[src/rtl/irq_pending_latch_pkg.sv]
// Shared constants and helpers for the interrupt pending latch and the
// downstream 4-to-2 priority encoder that consumes its Y outputs.
package irq_pending_latch_pkg;

    localparam int NUM_IRQ          = 4;
    localparam int IRQ_IDX_W        = 2;
    localparam int SYNC_STAGES_DEF  = 2;

    typedef struct packed {
        logic pend;
        logic ovf;
    } line_state_t;

    // One-hot decode of an acknowledge index into a per-line select vector.
    function automatic logic [NUM_IRQ-1:0] idx_decode(input logic [IRQ_IDX_W-1:0] idx);
        logic [NUM_IRQ-1:0] v;
        v = {NUM_IRQ{1'b0}};
        v[idx] = 1'b1;
        return v;
    endfunction

endpackage

[src/rtl/irq_pending_latch_if.sv]
// Request/acknowledge bus between the interrupt source side and the pending
// latch; the latch takes the slave modport.
interface irq_pending_latch_if;
    import irq_pending_latch_pkg::*;

    logic [NUM_IRQ-1:0]   req_in;
    logic [NUM_IRQ-1:0]   mask;
    logic                 ack;
    logic [IRQ_IDX_W-1:0] ack_idx;
    logic                 ovf_clr;
    logic                 Y0;
    logic                 Y1;
    logic                 Y2;
    logic                 Y3;
    logic [NUM_IRQ-1:0]   ovf;

    modport master (
        output req_in, mask, ack, ack_idx, ovf_clr,
        input  Y0, Y1, Y2, Y3, ovf
    );

    modport slave (
        input  req_in, mask, ack, ack_idx, ovf_clr,
        output Y0, Y1, Y2, Y3, ovf
    );

endinterface

[src/rtl/irq_pending_latch_sync_ff.sv]
// Multi-flop synchronizer for a single asynchronous request line.
module sync_ff #(
    parameter int STAGES = 2
) (
    input  logic clk,
    input  logic rst_n,
    input  logic d,
    output logic q
);

    logic [STAGES-1:0] r_chain;

    // Shift the asynchronous input through the metastability chain.
    always_ff @(posedge clk or negedge rst_n) begin
        if (!rst_n) begin
            r_chain <= {STAGES{1'b0}};
        end else begin
            r_chain <= {r_chain[STAGES-2:0], d};
        end
    end

    assign q = r_chain[STAGES-1];

endmodule

[src/rtl/irq_pending_latch.sv]
// Synchronizes four request lines, latches rising edges as pending interrupts
// and flags overruns; Y outputs feed the downstream priority encoder.
module irq_pending_latch
    import irq_pending_latch_pkg::*;
#(
    parameter int SYNC_STAGES = SYNC_STAGES_DEF
) (
    input  logic               clk,
    input  logic               rst_n,
    irq_pending_latch_if.slave bus
);

    logic [NUM_IRQ-1:0] w_sync;
    logic [NUM_IRQ-1:0] w_ack_hit;
    logic [NUM_IRQ-1:0] w_pend;
    logic [NUM_IRQ-1:0] w_ovf;

    assign w_ack_hit = idx_decode(bus.ack_idx) & {NUM_IRQ{bus.ack}};

    for (genvar gi = 0; gi < NUM_IRQ; gi++) begin : g_line
        logic        r_hist;
        line_state_t r_state;
        line_state_t w_state_nxt;
        logic        w_rise;

        sync_ff #(
            .STAGES (SYNC_STAGES)
        ) u_sync (
            .clk   (clk),
            .rst_n (rst_n),
            .d     (bus.req_in[gi]),
            .q     (w_sync[gi])
        );

        assign w_rise = w_sync[gi] & ~r_hist;

        // Set beats a same-edge ack; an overrun is only a rise the ack does not absorb.
        always_comb begin
            w_state_nxt = r_state;
            if (w_rise) begin
                w_state_nxt.pend = 1'b1;
            end else if (w_ack_hit[gi]) begin
                w_state_nxt.pend = 1'b0;
            end else begin
                w_state_nxt.pend = r_state.pend;
            end
            if (w_rise && r_state.pend && !w_ack_hit[gi]) begin
                w_state_nxt.ovf = 1'b1;
            end else if (bus.ovf_clr) begin
                w_state_nxt.ovf = 1'b0;
            end else begin
                w_state_nxt.ovf = r_state.ovf;
            end
        end

        // History flop and per-line pending/overrun state.
        always_ff @(posedge clk or negedge rst_n) begin
            if (!rst_n) begin
                r_hist  <= 1'b0;
                r_state <= '{pend: 1'b0, ovf: 1'b0};
            end else begin
                r_hist  <= w_sync[gi];
                r_state <= w_state_nxt;
            end
        end

        assign w_pend[gi] = r_state.pend;
        assign w_ovf[gi]  = r_state.ovf;
    end

    assign bus.Y0  = w_pend[0] & ~bus.mask[0];
    assign bus.Y1  = w_pend[1] & ~bus.mask[1];
    assign bus.Y2  = w_pend[2] & ~bus.mask[2];
    assign bus.Y3  = w_pend[3] & ~bus.mask[3];
    assign bus.ovf = w_ovf;

endmodule

[src/flat_wrapper.sv]
// flat-port wrapper written by rule: the top's interface ports become plain ports
module irq_pending_latch_flat import irq_pending_latch_pkg::*;
#(
    parameter int SYNC_STAGES = SYNC_STAGES_DEF
)
  (clk, rst_n, bus_req_in, bus_mask, bus_ack, bus_ack_idx, bus_ovf_clr, bus_Y0, bus_Y1, bus_Y2, bus_Y3, bus_ovf);
  irq_pending_latch_if bus_i ();
  input  logic clk;
  input  logic rst_n;
  input wire logic [$bits(bus_i.req_in)-1:0] bus_req_in;
  input wire logic [$bits(bus_i.mask)-1:0] bus_mask;
  input wire logic [$bits(bus_i.ack)-1:0] bus_ack;
  input wire logic [$bits(bus_i.ack_idx)-1:0] bus_ack_idx;
  input wire logic [$bits(bus_i.ovf_clr)-1:0] bus_ovf_clr;
  output wire logic [$bits(bus_i.Y0)-1:0] bus_Y0;
  output wire logic [$bits(bus_i.Y1)-1:0] bus_Y1;
  output wire logic [$bits(bus_i.Y2)-1:0] bus_Y2;
  output wire logic [$bits(bus_i.Y3)-1:0] bus_Y3;
  output wire logic [$bits(bus_i.ovf)-1:0] bus_ovf;
  assign bus_i.req_in = bus_req_in;
  assign bus_i.mask = bus_mask;
  assign bus_i.ack = bus_ack;
  assign bus_i.ack_idx = bus_ack_idx;
  assign bus_i.ovf_clr = bus_ovf_clr;
  assign bus_Y0 = bus_i.Y0;
  assign bus_Y1 = bus_i.Y1;
  assign bus_Y2 = bus_i.Y2;
  assign bus_Y3 = bus_i.Y3;
  assign bus_ovf = bus_i.ovf;
  irq_pending_latch #(.SYNC_STAGES(SYNC_STAGES)) u_core (.clk(clk), .rst_n(rst_n), .bus(bus_i));
endmodule
[config.mk]
export PLATFORM = sky130hd
export DESIGN_NAME = irq_pending_latch_flat
export DESIGN_NICKNAME = d
export VERILOG_FILES = /design/src/rtl/irq_pending_latch_pkg.sv /design/src/rtl/irq_pending_latch_if.sv /design/src/rtl/irq_pending_latch_sync_ff.sv /design/src/rtl/irq_pending_latch.sv /design/src/flat_wrapper.sv
export SDC_FILE = /design/constraint.sdc
export NUM_CORES = 1
export LEC_CHECK = 0
export CORE_MARGIN = 8
export CORE_UTILIZATION = 43
export DETAILED_ROUTE_END_ITERATION = 10
export PLACE_DENSITY = 0.74
export SKIP_LAST_GASP = 1
export SYNTH_ARGS = -nofsm -noshare
export SYNTH_HDL_FRONTEND = slang
export SYNTH_SLANG_ARGS = --single-unit
[constraint.sdc]
create_clock -name clk -period 1.1 [get_ports clk]
set_input_delay 0.22 -clock clk [delete_from_list [all_inputs] [get_ports clk]]
set_output_delay 0.22 -clock clk [all_outputs]
set_load 0.01 [all_outputs]
==> After elaboration in Yosys (flattened, before gate mapping) <==
Index checks and enable logic that the tools add are counted.
{ "op_classes": {"muxes": 15, "reduce_logical": 21, "order_cmp": 2, "bitwise": 17} }
{ "op_table": {"columns": ["operator", "count"], "rows": [
  ["$reduce_bool A2 Y1", 8],
  ["$mux W1", 14],
  ["$logic_and A1 B1 Y1", 9],
  ["$and A1 B1 Y1", 8],
  ["$not A1 Y1", 8],
  ["$and A4 B4 Y4", 1],
  ["$logic_not A1 Y1", 4],
  ["$lt A2 B3 Y1 const B", 1],
  ["$demux W1 S2", 1],
  ["$ge A2 B1 Y1 const B", 1]
]} }
{ "totals": {"output_inout_bits": 8, "inputBits": 14, "reg_bits": 20, "word_cells": 71} }

==> Longest topological paths before layout <==
{ "logic_depth": {"word_depth": 8, "ltp_mapped": 2, "ltp_nobuf": 2} }

==> Hierarchy <==
A second synthesis with hierarchy kept.
{ "hier_totals": {"cells_unflattened": 52, "hier_area_um2": 715.7} }
{ "by_module_without_submodules": {"columns": ["mod", "area_per_inst_um2", "cells_each", "seq_area_each_um2", "n_inst"], "rows": [
  ["irq_pending_latch", 515.5, 44, 300.3, 1],
  ["sync_ff", 50.0, 2, 50.0, 4]
]} }

==> Least setup slack after synthesis <==
No wires, ideal clock.
{ "synth_path": {"path_type": "register to register", "startpoint": "register u_core.g_line[0].u_sync.r_chain[1]", "endpoint": "register u_core.g_line[0].r_state, in the netlist u_core.bus.ovf[0]", "setup_ns": 0.110, "path_slack_ns": 0.323, "stages_incl_launch_ff": 3, "arrival_time_ns": 0.667, "required_time_ns": 0.990, "synth_period_minus_slack_ns": 0.777, "path_cell_list": "dfrtp_1 > inv_1 > o41ai_1"} }
{ "synth_via": {"elab_chain_cells": 4} }
{ "synth_rtl": {"columns": ["item", "line_no", "text"], "rows": [
  ["start, declared", "irq_pending_latch_sync_ff.sv:11", "logic [STAGES-1:0] r_chain;"],
  ["start signal, assigned", "irq_pending_latch_sync_ff.sv:16", "r_chain <= {STAGES{1'b0}};"],
  ["start signal, assigned", "irq_pending_latch_sync_ff.sv:18", "r_chain <= {r_chain[STAGES-2:0], d};"],
  ["$and A1 B1 Y1 *", "irq_pending_latch.sv:35", "assign w_rise = w_sync[gi] & ~r_hist;"],
  ["$logic_and A1 B1 Y1 * (2 in series)", "irq_pending_latch.sv:47", "if (w_rise && r_state.pend && !w_ack_hit[gi]) begin"],
  ["$mux W1 / $reduce_bool A2 Y1 (equally long branches)", null, null],
  ["end signal, assigned", "irq_pending_latch.sv:60", "r_state <= '{pend: 1'b0, ovf: 1'b0};"],
  ["end signal, assigned", "irq_pending_latch.sv:63", "r_state <= w_state_nxt;"],
  ["end, declared", "irq_pending_latch.sv:22", "line_state_t r_state;"]
]} }
Every way passes the cells marked *; elsewhere a longest branch is shown, timed or not.
A chain may end at the register's enable or synchronous reset.

==> Worst setup path in the final report <==
{ "layout_path": {"startpoint": "register u_core.g_line[2].r_state[1] (netlist name)", "endpoint": "output bus_Y2"} }
{ "layout_via": {"elab_chain_cells": 1} }
{ "layout_rtl": {"columns": ["item", "line_no", "text"], "rows": [
  ["start, declared", "irq_pending_latch.sv:22", null],
  ["start signal, assigned", "irq_pending_latch.sv:60", null],
  ["start signal, assigned", "irq_pending_latch.sv:63", null],
  ["$and A1 B1 Y1", "irq_pending_latch.sv:73", "assign bus.Y2 = w_pend[2] & ~bus.mask[2];"],
  ["end, declared", "flat_wrapper.sv:17", "output wire logic [$bits(bus_i.Y2)-1:0] bus_Y2;"]
]} }
No other way between the ends.

==> Implementation_results.wiki <==
{| class="wikitable"
! Metric !! Value
|-
| Result of the run || complete, but fails checks
|-
| Violated checks || negative setup slack
|-
| Number of slew-limit violations in the final report || 0
|-
| Worst slew pin tran || 0.288 ns
|-
| Type of the worst min-delay path || in -> async
|-
| Element type at the critical path start || flop
|-
| Remaining global-route overflow || 0
|-
| Violation count after the first detailed-route iteration || 3
|-
| Detailed-route wire length per cell || 12.8 um
|-
| Total vias in the final route || 466
|-
| Area of all placed cells without fillers || 1000 um^2
|-
| FF+latch count, synth || 20
|-
| Most common cell after layout, fill and taps aside || dfrtp_1
|-
| Synth Instances || 52
|-
| Worst slack after detailed placement || -0.383 ns
|-
| Placer congestion estimate || 0.670
|-
| Antenna violations before repair || 0
|-
| Footprint of the flip-flops and latches || 500 um^2
|-
| Drt drc || 0
|-
| CTS Buffer Depth || 2
|-
| Drt pass-1 iters || 4
|-
| Total setup violations reported at the end of the flow || 4
|-
| Proportion of synthesized chip area in sequential cells || 69.9%
|-
| Tmin final || 1.12 ns
|-
| Root buffer cell || clkbuf_4
|-
| Highest achievable clock rate || 895 MHz
|-
| Layout cells sized above 1 || 36.1%
|-
| Number of antenna cells inserted || 0
|-
| Power density relative to cell area || 1470 mW/mm^2
|-
| Cell area after placement || 966 um^2
|-
| CTS clk-pin slew, worst paths || 0.10 ns
|-
| Share of the synthesized area in the top cell type || 69.9%
|-
| TritonCTS Buffers || 3
|-
| Crit-path max FO || 2
|-
| Syn avg cell area || 13.8 um^2
|-
| Min Hold Slack || 0.249 ns
|-
| Filler-free cell count of the finished design || 99
|-
| Global-route wire length before repair || 2140 um
|-
| Number of instances in the placed design || 90
|-
| Part of the cycle the worst path needs || 102%
|-
| Multi-input gate area in the final layout || 155 um^2
|-
| Arrival @ worst endpoint || 0.90 ns
|-
| Core region area || 0.00154 mm^2
|-
| Endpoint type of the worst setup path || output port
|-
| Die Outline Area || 0.00323 mm^2
|-
| Total count of hold-check failures in the final report || 0
|-
| Initial Util || 46.4%
|-
| Horizontal die dimension || 56.8 um
|-
| Final worst clock skew || 0.000696 ns
|-
| Cell count of the worst reg-to-reg path || 4
|-
| Post-Syn Area || 716 um^2
|-
| Maximum VDD drop || 0.942 mV
|-
| Setup Total Neg Slack || -0.0453 ns
|-
| Cts-stage hold buffer count || 0
|-
| Half-perimeter wire length after placement || 991 um
|-
| Residual antenna-violating net count after detailed routing || 0
|-
| Most used cells in the layout excluding fill and tap cells || dfrtp_1 (20), clkdlybuf4s50_1 (13), buf_4 (9)
|-
| Row count || 14
|-
| Total number of H-tree levels || 1
|-
| Vias in the first global route || 515
|-
| Worst path setup slack after routing || -0.0175 ns
|-
| Total Routing Usage GR || 8.14%
|-
| Total Routed Length || 1270 um
|-
| Post-synthesis cell type with the largest combined area || dfrtp_1
|-
| Average vias per placed instance || 4.71
|-
| Area growth syn-to-layout || 39.7%
|-
| Die boundary height || 56.8 um
|-
| Leading cell types by total area after synthesis || dfrtp_1 (70%), o41ai_2 (6.8%), buf_4 (4.2%)
|-
| Buffers on Ports || 21
|-
| Synth Net Count || 66
|-
| Worst slew margin relative to its limit || 80.8%
|-
| Unrepaired setup endpoints after global routing || yes
|-
| Leakage power total || 0.502 nW
|-
| Total number of clock tree sinks || 20
|-
| Nets || 98
|-
| Number of unique standard cell types used by synthesis || 11
|-
| Layout fillers || 127
|-
| Data required time at the worst endpoint || 0.88 ns
|-
| Largest net degree at the start of global routing || 21
|-
| Ports || 22
|-
| Worst-skew pair later-pin latency || 0.29 ns
|-
| Type of the worst setup path || reg -> out
|-
| Number of warnings issued by yosys || 0
|-
| CTS tree || done
|-
| Max-cap violations || 0
|}
report_power, final:
| group | total, W | switching, W | internal, W |
|---|---|---|---|
| combinational | 0.000248 | 0.000102 | 0.000146 |
| sequential | 0.000813 | 0.0000234 | 0.000789 |
| clock | 0.000412 | 0.000210 | 0.000202 |
area by class of cell:
type	instances	share of cell area, %
tap	16	2.00
timing repair buffer	31	25.8
inverter	8	3.00
multi-input combinational	20	15.5
sequential	20	50.1
clock buffer	4	3.63
critical path, stage by stage (launching register included):
cell and delay (ns):
dfrtp_1 0.38, inv_2 0.06, nor2_1 0.04, buf_2 0.13
flip-flops by register name, indices dropped and copies added, names as in the netlist:
register / flops
u_core.g_line.r_state: 4
u_core.g_line.u_sync.r_chain: 8
u_core.g_line.r_hist: 4
u_core.bus.ovf: 4
per-stage QoR:
stage	total power [W]	util [%]
global placement	0.00107	62.7
detailed placement	0.00108	62.7
CTS	0.00149	64.9
floorplan	0.000927	-
global route	0.00154	64.9
finish	0.00147	64.9
cell families after synthesis:
kind of cell	share of synthesized area, %
simple gates	10.1
compound gates	11.5
flops	69.9
buf+inv	8.39
routing by layer:
metal,up-vias,part of all wire [%],global-route usage [%]
li1,234,-,-
met1,219,41,8.39
met2,11,52,13.5
met3,2,5.9,3.82
met4,0,1.7,4.03
met5,-,0,0
synthesized netlist by cell type:
cell type,count
dfrtp_1,20
inv_1,8
buf_4,4
nand2b_1,4
nor2_1,4
o22ai_1,4
o41ai_2,3
and3b_1,2
and3_2,1
nor3b_1,1
o41ai_1,1
worst paths after layout:
check                                                                  start                                      endpoint  slack [ns]
min in group clk                                               bus_req_in[0]  u_core.g_line[0].u_sync.r_chain[0]$_DFF_PN0_        0.35
worst max-delay path                 u_core.g_line[2].r_state[1]$_DFFE_PN0P_                                        bus_Y2       -0.02
worst min register to register  u_core.g_line[2].u_sync.r_chain[0]$_DFF_PN0_  u_core.g_line[2].u_sync.r_chain[1]$_DFF_PN0_        0.36
worst min-delay path                                                   rst_n  u_core.g_line[2].u_sync.r_chain[0]$_DFF_PN0_        0.25
max in group asynchronous                                              rst_n       u_core.g_line[3].r_state[1]$_DFFE_PN0P_        0.73
worst max register to register       u_core.g_line[1].r_state[1]$_DFFE_PN0P_                 u_core.bus.ovf[1]$_DFFE_PN0P_        0.05
repair_timing:
item / CTS / global route
setup endpoints to repair: 8 / 4
gates resized for setup: 35 / 1
buffers inserted: 5 / 0
pin swaps: 3 / 1
(Power assumes the default switching activity.)
